## src/rtl/sseg_scan_ctrl_if.sv

```systemverilog
// Write port bundle for sseg_scan_ctrl.
//   wr_en   : write strobe, one write per cycle
//   wr_addr : digit index (0 = rightmost, 3 = leftmost)
//   wr_data : 4-bit hex value for that digit
// master drives the bundle, slave (the scan controller) receives it.
interface sseg_scan_ctrl_if;
  logic       wr_en;
  logic [1:0] wr_addr;
  logic [3:0] wr_data;

  modport master (output wr_en, output wr_addr, output wr_data);
  modport slave  (input  wr_en, input  wr_addr, input  wr_data);
endinterface

```

## src/rtl/sseg_scan_ctrl.sv

```systemverilog
// Time-multiplexed scan controller for a 4-digit common-ground
// seven-segment display.
//
// Parameters:
//   REFRESH_DIV  : cycles each digit is lit (>=1)
//   BLANK_CYCLES : dark cycles between digits (>=1)
// Ports:
//   clk        : rising-edge clock
//   rst_n      : synchronous active-low reset
//   wr         : write port (sseg_scan_ctrl_if.slave: wr_en/wr_addr/wr_data)
//   digit_en   : per-digit enable mask; disabled digit keeps its slot dark
//   grounds    : active-low digit grounds, bit i = digit i (registered)
//   display    : active-high segments, bit6 = a .. bit0 = g (registered)
//   frame_tick : one-cycle pulse in the last blank cycle after digit 3
// Build option:
//   SSEG_LZ_BLANK_EN : leading-zero suppression for digits 1..3
module sseg_scan_ctrl #(
  parameter int REFRESH_DIV  = 50000,
  parameter int BLANK_CYCLES = 4
) (
  input  logic                    clk,
  input  logic                    rst_n,
  sseg_scan_ctrl_if.slave         wr,
  input  logic [3:0]              digit_en,
  output logic [3:0]              grounds,
  output logic [6:0]              display,
  output logic                    frame_tick
);

  localparam int MAXC = (REFRESH_DIV > BLANK_CYCLES) ? REFRESH_DIV : BLANK_CYCLES;
  localparam int CW   = (MAXC > 1) ? $clog2(MAXC) : 1;
  localparam logic [CW-1:0] SHOW_LAST  = CW'(REFRESH_DIV - 1);
  localparam logic [CW-1:0] BLANK_LAST = CW'(BLANK_CYCLES - 1);

  typedef enum logic {BLANK, SHOW} state_t;

  state_t          state, nstate;
  logic [1:0]      idx, nidx;
  logic [CW-1:0]   cnt, ncnt;
  logic            first, nfirst;
  logic [3:0]      val   [4];
  logic [3:0]      vnext [4];
  logic            show_on;
  logic [3:0]      ngr;
  logic [6:0]      nds;
  logic            ntick;

  function automatic logic [6:0] seg(input logic [3:0] h);
    logic [6:0] s;
    case (h)
      4'h0: s = 7'b1111110;
      4'h1: s = 7'b0110000;
      4'h2: s = 7'b1101101;
      4'h3: s = 7'b1111001;
      4'h4: s = 7'b0110011;
      4'h5: s = 7'b1011011;
      4'h6: s = 7'b1011111;
      4'h7: s = 7'b1110000;
      4'h8: s = 7'b1111111;
      4'h9: s = 7'b1111011;
      4'hA: s = 7'b1110111;
      4'hB: s = 7'b0011111;
      4'hC: s = 7'b1001110;
      4'hD: s = 7'b0111101;
      4'hE: s = 7'b1001111;
      default: s = 7'b1000111;
    endcase
    return s;
  endfunction

  // Write data is forwarded into the output decode so a write to the
  // digit being shown is visible the cycle right after the write edge.
  always_comb begin
    for (int unsigned i = 0; i < 4; i++) begin
      vnext[i] = (wr.wr_en && (wr.wr_addr == 2'(i))) ? wr.wr_data : val[i];
    end
  end

  always_comb begin
    nstate = state;
    nidx   = idx;
    nfirst = first;
    ncnt   = cnt + CW'(1);
    case (state)
      BLANK: if (cnt == BLANK_LAST) begin
        nstate = SHOW;
        ncnt   = '0;
        nfirst = 1'b0;
        // the blank phase right after reset starts the scan at digit 0
        nidx   = first ? 2'd0 : idx + 2'd1;
      end
      default: if (cnt == SHOW_LAST) begin
        nstate = BLANK;
        ncnt   = '0;
      end
    endcase
  end

  // Outputs are decoded from the next state so the registered pins always
  // match the state/idx they are registered alongside.
  always_comb begin
    show_on = digit_en[nidx];
`ifdef SSEG_LZ_BLANK_EN
    if (nidx != 2'd0) begin
      logic all_zero;
      all_zero = 1'b1;
      for (int unsigned k = 0; k < 4; k++) begin
        if ((2'(k) >= nidx) && (vnext[k] != 4'h0)) all_zero = 1'b0;
      end
      if (all_zero) show_on = 1'b0;
    end
`endif
    ngr = '1;
    nds = '0;
    if ((nstate == SHOW) && show_on) begin
      ngr[nidx] = 1'b0;
      nds       = seg(vnext[nidx]);
    end
    ntick = (nstate == BLANK) && (ncnt == BLANK_LAST) && (nidx == 2'd3) && !nfirst;
  end

  always_ff @(posedge clk) begin
    if (!rst_n) begin
      state      <= BLANK;
      idx        <= 2'd0;
      cnt        <= '0;
      first      <= 1'b1;
      for (int unsigned i = 0; i < 4; i++) val[i] <= '0;
      grounds    <= '1;
      display    <= '0;
      frame_tick <= 1'b0;
    end else begin
      state      <= nstate;
      idx        <= nidx;
      cnt        <= ncnt;
      first      <= nfirst;
      for (int unsigned i = 0; i < 4; i++) val[i] <= vnext[i];
      grounds    <= ngr;
      display    <= nds;
      frame_tick <= ntick;
    end
  end

endmodule

```

## src/flat_wrapper.sv

```systemverilog
// flat-port wrapper written by rule: the top's interface ports become plain ports
module sseg_scan_ctrl_flat 
#(
  parameter int REFRESH_DIV  = 50000,
  parameter int BLANK_CYCLES = 4
)
  (clk, rst_n, digit_en, grounds, display, frame_tick, wr_wr_en, wr_wr_addr, wr_wr_data);
  sseg_scan_ctrl_if wr_i ();
  input  logic clk;
  input  logic rst_n;
  input  logic [3:0] digit_en;
  output logic [3:0] grounds;
  output logic [6:0] display;
  output logic frame_tick;
  input wire logic [$bits(wr_i.wr_en)-1:0] wr_wr_en;
  input wire logic [$bits(wr_i.wr_addr)-1:0] wr_wr_addr;
  input wire logic [$bits(wr_i.wr_data)-1:0] wr_wr_data;
  assign wr_i.wr_en = wr_wr_en;
  assign wr_i.wr_addr = wr_wr_addr;
  assign wr_i.wr_data = wr_wr_data;
  sseg_scan_ctrl #(.REFRESH_DIV(REFRESH_DIV), .BLANK_CYCLES(BLANK_CYCLES)) u_core (.clk(clk), .rst_n(rst_n), .wr(wr_i), .digit_en(digit_en), .grounds(grounds), .display(display), .frame_tick(frame_tick));
endmodule
```

## config.mk

```make
export PLATFORM = sky130hd
export DESIGN_NAME = sseg_scan_ctrl_flat
export DESIGN_NICKNAME = d
export VERILOG_FILES = /design/src/rtl/sseg_scan_ctrl_if.sv /design/src/rtl/sseg_scan_ctrl.sv /design/src/flat_wrapper.sv
export SDC_FILE = /design/constraint.sdc
export NUM_CORES = 1
export LEC_CHECK = 0
export BUFFER_PORTS_ARGS = -buffer_cell sky130_fd_sc_hd__buf_2
export CAP_MARGIN = 0
export CORE_MARGIN = 3
export CORE_UTILIZATION = 55
export CTS_CLUSTER_SIZE = 12
export DETAILED_ROUTE_END_ITERATION = 8
export PLACE_DENSITY = 0.73
export SLEW_MARGIN = 20
export SYNTH_ARGS = -nofsm -noshare
export SYNTH_HDL_FRONTEND = slang
export SYNTH_SLANG_ARGS = --single-unit
```

## constraint.sdc

```tcl
create_clock -name clk -period 3.35 [get_ports clk]
set_clock_uncertainty 0.1 [all_clocks]
set_input_delay 0.1675 -clock clk [delete_from_list [all_inputs] [get_ports clk]]
set_output_delay 0.1675 -clock clk [all_outputs]
set_load 0.02 [all_outputs]
```

Word-level counts from Yosys, hierarchy flattened --
Memories as Yosys holds them, arrays and structs flattened. A register that Yosys moved wholly into a read port is not among the register bits. Cells that the tools add are included.
Word-level totals: register bits 25, memory bits (writable) 16, ROM bits 112, bits of input ports 13, output and inout bits 12, word-level logic and storage cells 68, memories 2
Operators by class: add/subtract/negate cells 2, magnitude comparators 3, eq/ne operators 7, multiplexer cells 28, bitwise logic cells 7, reduce and logical (&&, ||, !) cells 13
Memory list:
- (name not given) | depth 16, bits a word 7, read ports 1, clocked after Yosys merged registers in 1, write ports 0, line sseg_scan_ctrl.sv:50 | case (h)
- u_core.val | depth 4, bits a word 4, read ports 4, clocked after Yosys merged registers in 0, write ports 4, line sseg_scan_ctrl.sv:41 | logic [3:0] val [4];
Operators by type and width (count):
- $mux W16 | 3
- $mux W4 | 10
- $eq A16 B2 Y1 const B | 2
- $add A16 B1 Y16 const B | 1
- $eq A16 B16 Y1 const B | 1
- $logic_and A1 B1 Y1 | 9
- $mux W1 | 9
- $bmux W4 S2 | 1
- $eq A2 B2 Y1 const B | 3
- $mux W2 | 3
- $not A4 Y4 | 1
- $or A1 B1 Y1 | 4
- $ge A3 B3 Y1 const B | 1
- $lt A2 B3 Y1 const B | 1
- $not A2 Y3 | 1
- $add A2 B1 Y2 const B | 1
- $bmux W1 S2 | 1
- $demux W1 S2 | 1
- $eq A2 B1 Y1 const B | 1
- $ge A2 B1 Y1 const B | 1
- $logic_not A1 Y1 | 2
- $logic_not A2 Y1 | 1
- $reduce_and A2 Y1 | 1
- $not A1 Y1 | 1

Longest topological paths before layout --
word-level depth 9, gate-level depth with buffers 15, mapped depth without buffers 13

Worst setup path before layout --
Ideal clock, no wire load.
path kind register -> register, start point register u_core.cnt[0], end point register u_core.display[5], setup time 116 ps, arrival time 2833 ps, required time 3134 ps, setup slack 302 ps, stages on the path, launching flop included 15, path buffers 1, clock period less this slack 3048 ps, cell sequence dfxtp_1 -> ha_1 -> nor3b_4 -> nand4_4 -> nor3_4 -> a21o_1 -> buf_2 -> nand2_1 -> o211ai_1 -> a22oi_1 -> mux2_2 -> ha_1 -> mux2i_1 -> nand2_1 -> and3_1
Between the ends: longest elaborated chain between the ends 8, elaborated cells on any way between the ends 16, classes of those cells eq/ne: 2; mux: 10; bitwise: 1; reduce/logical: 3
Ends and longest elaborated chain:
- start: declaration | line sseg_scan_ctrl.sv:39 | logic [CW-1:0] cnt, ncnt;
- start signal: assignment | line sseg_scan_ctrl.sv:135 | cnt <= ncnt;
- $eq A16 B2 Y1 | line sseg_scan_ctrl.sv:85 | BLANK: if (cnt == BLANK_LAST) begin
- $mux W2 | line sseg_scan_ctrl.sv:85
- $mux W2 | line sseg_scan_ctrl.sv:84 | case (state)
- $bmux W1 S2 | line sseg_scan_ctrl.sv:102 | show_on = digit_en[nidx];
- $mux W1 (implied by the code) | line sseg_scan_ctrl.sv:102
- $logic_and A1 B1 Y1 | line sseg_scan_ctrl.sv:115 | if ((nstate == SHOW) && show_on) begin
- $reduce_and A2 Y1 (no source line)
- $logic_not A1 Y1 (no source line)
- end: declaration | line sseg_scan_ctrl.sv:26 | output logic [6:0] display,
Several ways; a longest one is shown, not always the timed one. The select of a mux whose other input is x is not followed. A chain may end at the register's enable or synchronous reset.

Worst setup path after layout --
Same ends and word-level chain as after synthesis.

==> flow_metrics.tcl <==
set metrics [dict create \
    outcome "finished, final reports clean" \
    grt_use_total 0.238 \
    ios 25 \
    internal_power_uw 893 \
    die_w_um 84.6 \
    relSlewSlack 0.593 \
    p_per_area_nw_per_um2 338 \
    hold_class "input port to flop" \
    worstHoldStart "digit_en[0]" \
    hold_path_end "u_core.grounds[0]" \
    route.detailed.drc 0 \
    cts-buffers-inserted 5 \
    drv_cap 0 \
    cts_max_level 2 \
    r2r-end "u_core.display[5]" \
    slowest_stage "dfxtp_2" \
    hpwl_um 5990 \
    hold_depth 2 \
    grt-ovfl-total 0 \
    place_congestion 0.970 \
    drtPass1Iterations 5 \
    rows 28 \
    path_class "flop to flop" \
    fillCellCount 544 \
    final_util 0.617 \
    syn_avg_cell_area_sq_um 8.38 \
    synthSimpleGateAreaFrac 0.293 \
    synth_fa_ha_area_frac 0.0294 \
    clock_sinks 48 \
    cts_tree "yes" \
    numPortBuffers 24 \
    yosys_most_used_dff "dfxtp_1" \
    grt_max_degree 23 \
    viasPerCell 6.21 \
    root_buffer "clkbuf_8" \
    ys_seq_elements 48 \
    path_max_fanout 5 \
    drt_wl_total_um 8260 \
    synth-edff-count 0 \
    synthXorXnorAreaFrac 0.0463 \
    die_area_sq_um 7160 \
    crit_chain "ha_1 > nor3b_4 > nand4_4 > nor3_4 > buf_4 > mux2i_1 > mux2i_1 > a32o_1 > a32o_2 > inv_1 > ha_1 > mux2i_1 > nand2_1 > and3_1" \
    core_sq_um 5960 \
    clk_pin_slew_worst_paths_ns 0.10 \
    seqPwrFrac 0.485 \
    cts_buffer_depth 2 \
    slew_viol_final 0 \
    drt_iter0_markers 302 \
    reg2reg_from "u_core.cnt[0]" \
    nets 444 \
    synthMuxAreaShare 0.0765 \
    fin_ws_ns 0.190 \
    area_delta_synth_final_pct 8.09 \
    regArea_sq_um 963 \
    dp_slack_ns 0.138 \
    synth_top_family_by_area "simple AND/OR/NAND/NOR gates" \
    yosys_warnings 0 \
    postPlaceCellArea_sq_um 3510 \
    period_needed_ns 3.16 \
    syn_area_sq_um 3400 \
    power_leakage_uw 0.00139 \
    synth_nets 427 \
    avgRoutedWirePerCell_um 16.5 \
    switching_share 0.281 \
    final_area_sq_um 3680 \
    layout_commonest_cell "dfxtp_1" \
    ir_drop_v 0.000237 \
    min_period_over_period 0.943 \
    slowest_delay_ns 0.37 \
    yosys.cell_types.count 84 \
    seq_area_frac_synth 0.282 \
    setup_viol 0 \
    ff2ff_setup_slack_ns 0.19 \
    totalNegativeSetupSlack_ns 0 \
    crit_top_cell "mux2i_1" \
    hold_viol_final 0 \
    drive_gt1_frac 0.198 \
    clock.fmax_mhz 316 \
    grt_pass1_wl_um 14200 \
    synth_cells 406 \
    synth_compound_area_frac 0.207 \
    critPathCaptureType "flop" \
    grt_pass1_vias 2946 \
    worst_slew_pin_slew_ns 0.596 \
    clkPwrFrac 0.343 \
    mostFrequentLayoutCells "dfxtp_1, nor2_1, nand2_1" \
    antenna_found_initial 0 \
    p_comb_frac 0.171 \
    cp.required_ns 3.46 \
    arrival_ns 3.27 \
    clock_latency_ns 0.30 \
    start_util 0.571 \
    multi_input_area_sq_um 2240 \
    via_count 3097 \
    diodes 0 \
    die_h_um 84.6 \
    drtAntennaViolNets 0 \
    reg2reg_depth 14 \
    cp-startpoint "u_core.cnt[0]" \
    async_flop_share 0 \
    crit_path_start_kind "flop" \
    p_switching_uw 348 \
]
[power groups by stage]
stage	registers (uW)	clock network, uW	logic (uW)
4_1_cts	602	433	207
6_report	603	426	213
2_1_floorplan	612	0	158
3_3_place_gp	614	0	202
3_5_place_dp	615	0	204
5_1_grt	605	456	234
[cells by family after synthesis]
logic type | count (synthesis)
and+or+nand+nor | 172
buffers and inverters | 40
xor gates and xnor gates | 18
DFF | 48
adders and majority gates | 8
muxes | 24
AOI/OAI and AO/OA | 96
[registers in the layout, summed over array words and instances, names as in the netlist]
signal,flops
u_core.display,7
u_core.first,1
u_core.idx,2
u_core.frame_tick,1
u_core.cnt,16
u_core.val,16
u_core.state,1
u_core.grounds,4
[per-layer routing]
metal,vias up,global-route usage,routed length [um]
met5,-,0,0
met4,0,0.109,364
met3,36,0.0353,432
met2,129,0.387,3790
met1,1423,0.311,3670
li1,1509,-,-
[worst max path at each step]
stage	end
2_1_floorplan	u_core.display[5]
6_report	u_core.display[5]
4_1_cts	u_core.display[5]
5_1_grt	u_core.display[6]
3_5_place_dp	u_core.display[5]
3_3_place_gp	u_core.display[5]
[area by class of cell]
cell class,instances,area share
multi-input combinational,318,0.608
sequential,48,0.262
timing repair buffer,38,0.0619
tap,75,0.0255
clock buffer,5,0.0187
inverter,12,0.0122
clock inverter,3,0.0116
[repair_timing]
item / in CTS / in global routing
endpoints found under the setup margin: 0 / 6
setup buffers: 0 / 4
hold endpoints to repair: 1 / 0
gates resized for setup: 0 / 5
hold buffers: 1 / 0
[metrics by stage]
step | total power, uW | std cells | hold slack (ns)
after floorplan | 770 | 406 | 0.139
after global placement | 816 | 486 | 0.276
after detailed placement | 819 | 486 | 0.279
after CTS | 1240 | 495 | 0.0222
after global routing | 1300 | 499 | 0.0333
final | 1240 | 499 | 0.0191
[Yosys cell counts (all sizes together) (4+ instances only)]
master,n,area [sq um]
nor3,11,76.3
dfxtp,48,961
and3,11,68.8
xnor2,12,105
nand4,4,40.0
a21oi,17,100
and4,4,37.5
ha,8,100
nor3b,7,68.8
clkbuf,11,41.3
o21ai,20,104
a22oi,4,30.0
a21boi,8,60.1
buf,17,134
nand3,22,115
and2,8,50.1
mux2i,17,178
nor2,42,168
xor2,6,52.6
nor4,7,58.8
mux2,7,82.6
a211oi,7,52.6
o22ai,5,31.3
nand2,34,145
nor2b,8,50.1
o31ai,5,42.5
inv,12,45.1
[worst max-delay path, delay by kind of cell (launching register included)]
kind,cells,cell delay (ns)
and+or+nand+nor,5,0.90
muxes,3,0.46
AOI/OAI and AO/OA,2,0.48
buffers and inverters,2,0.32
DFF,1,0.37
adders and majority gates,2,0.43
Power figures use the tool's default switching activity.
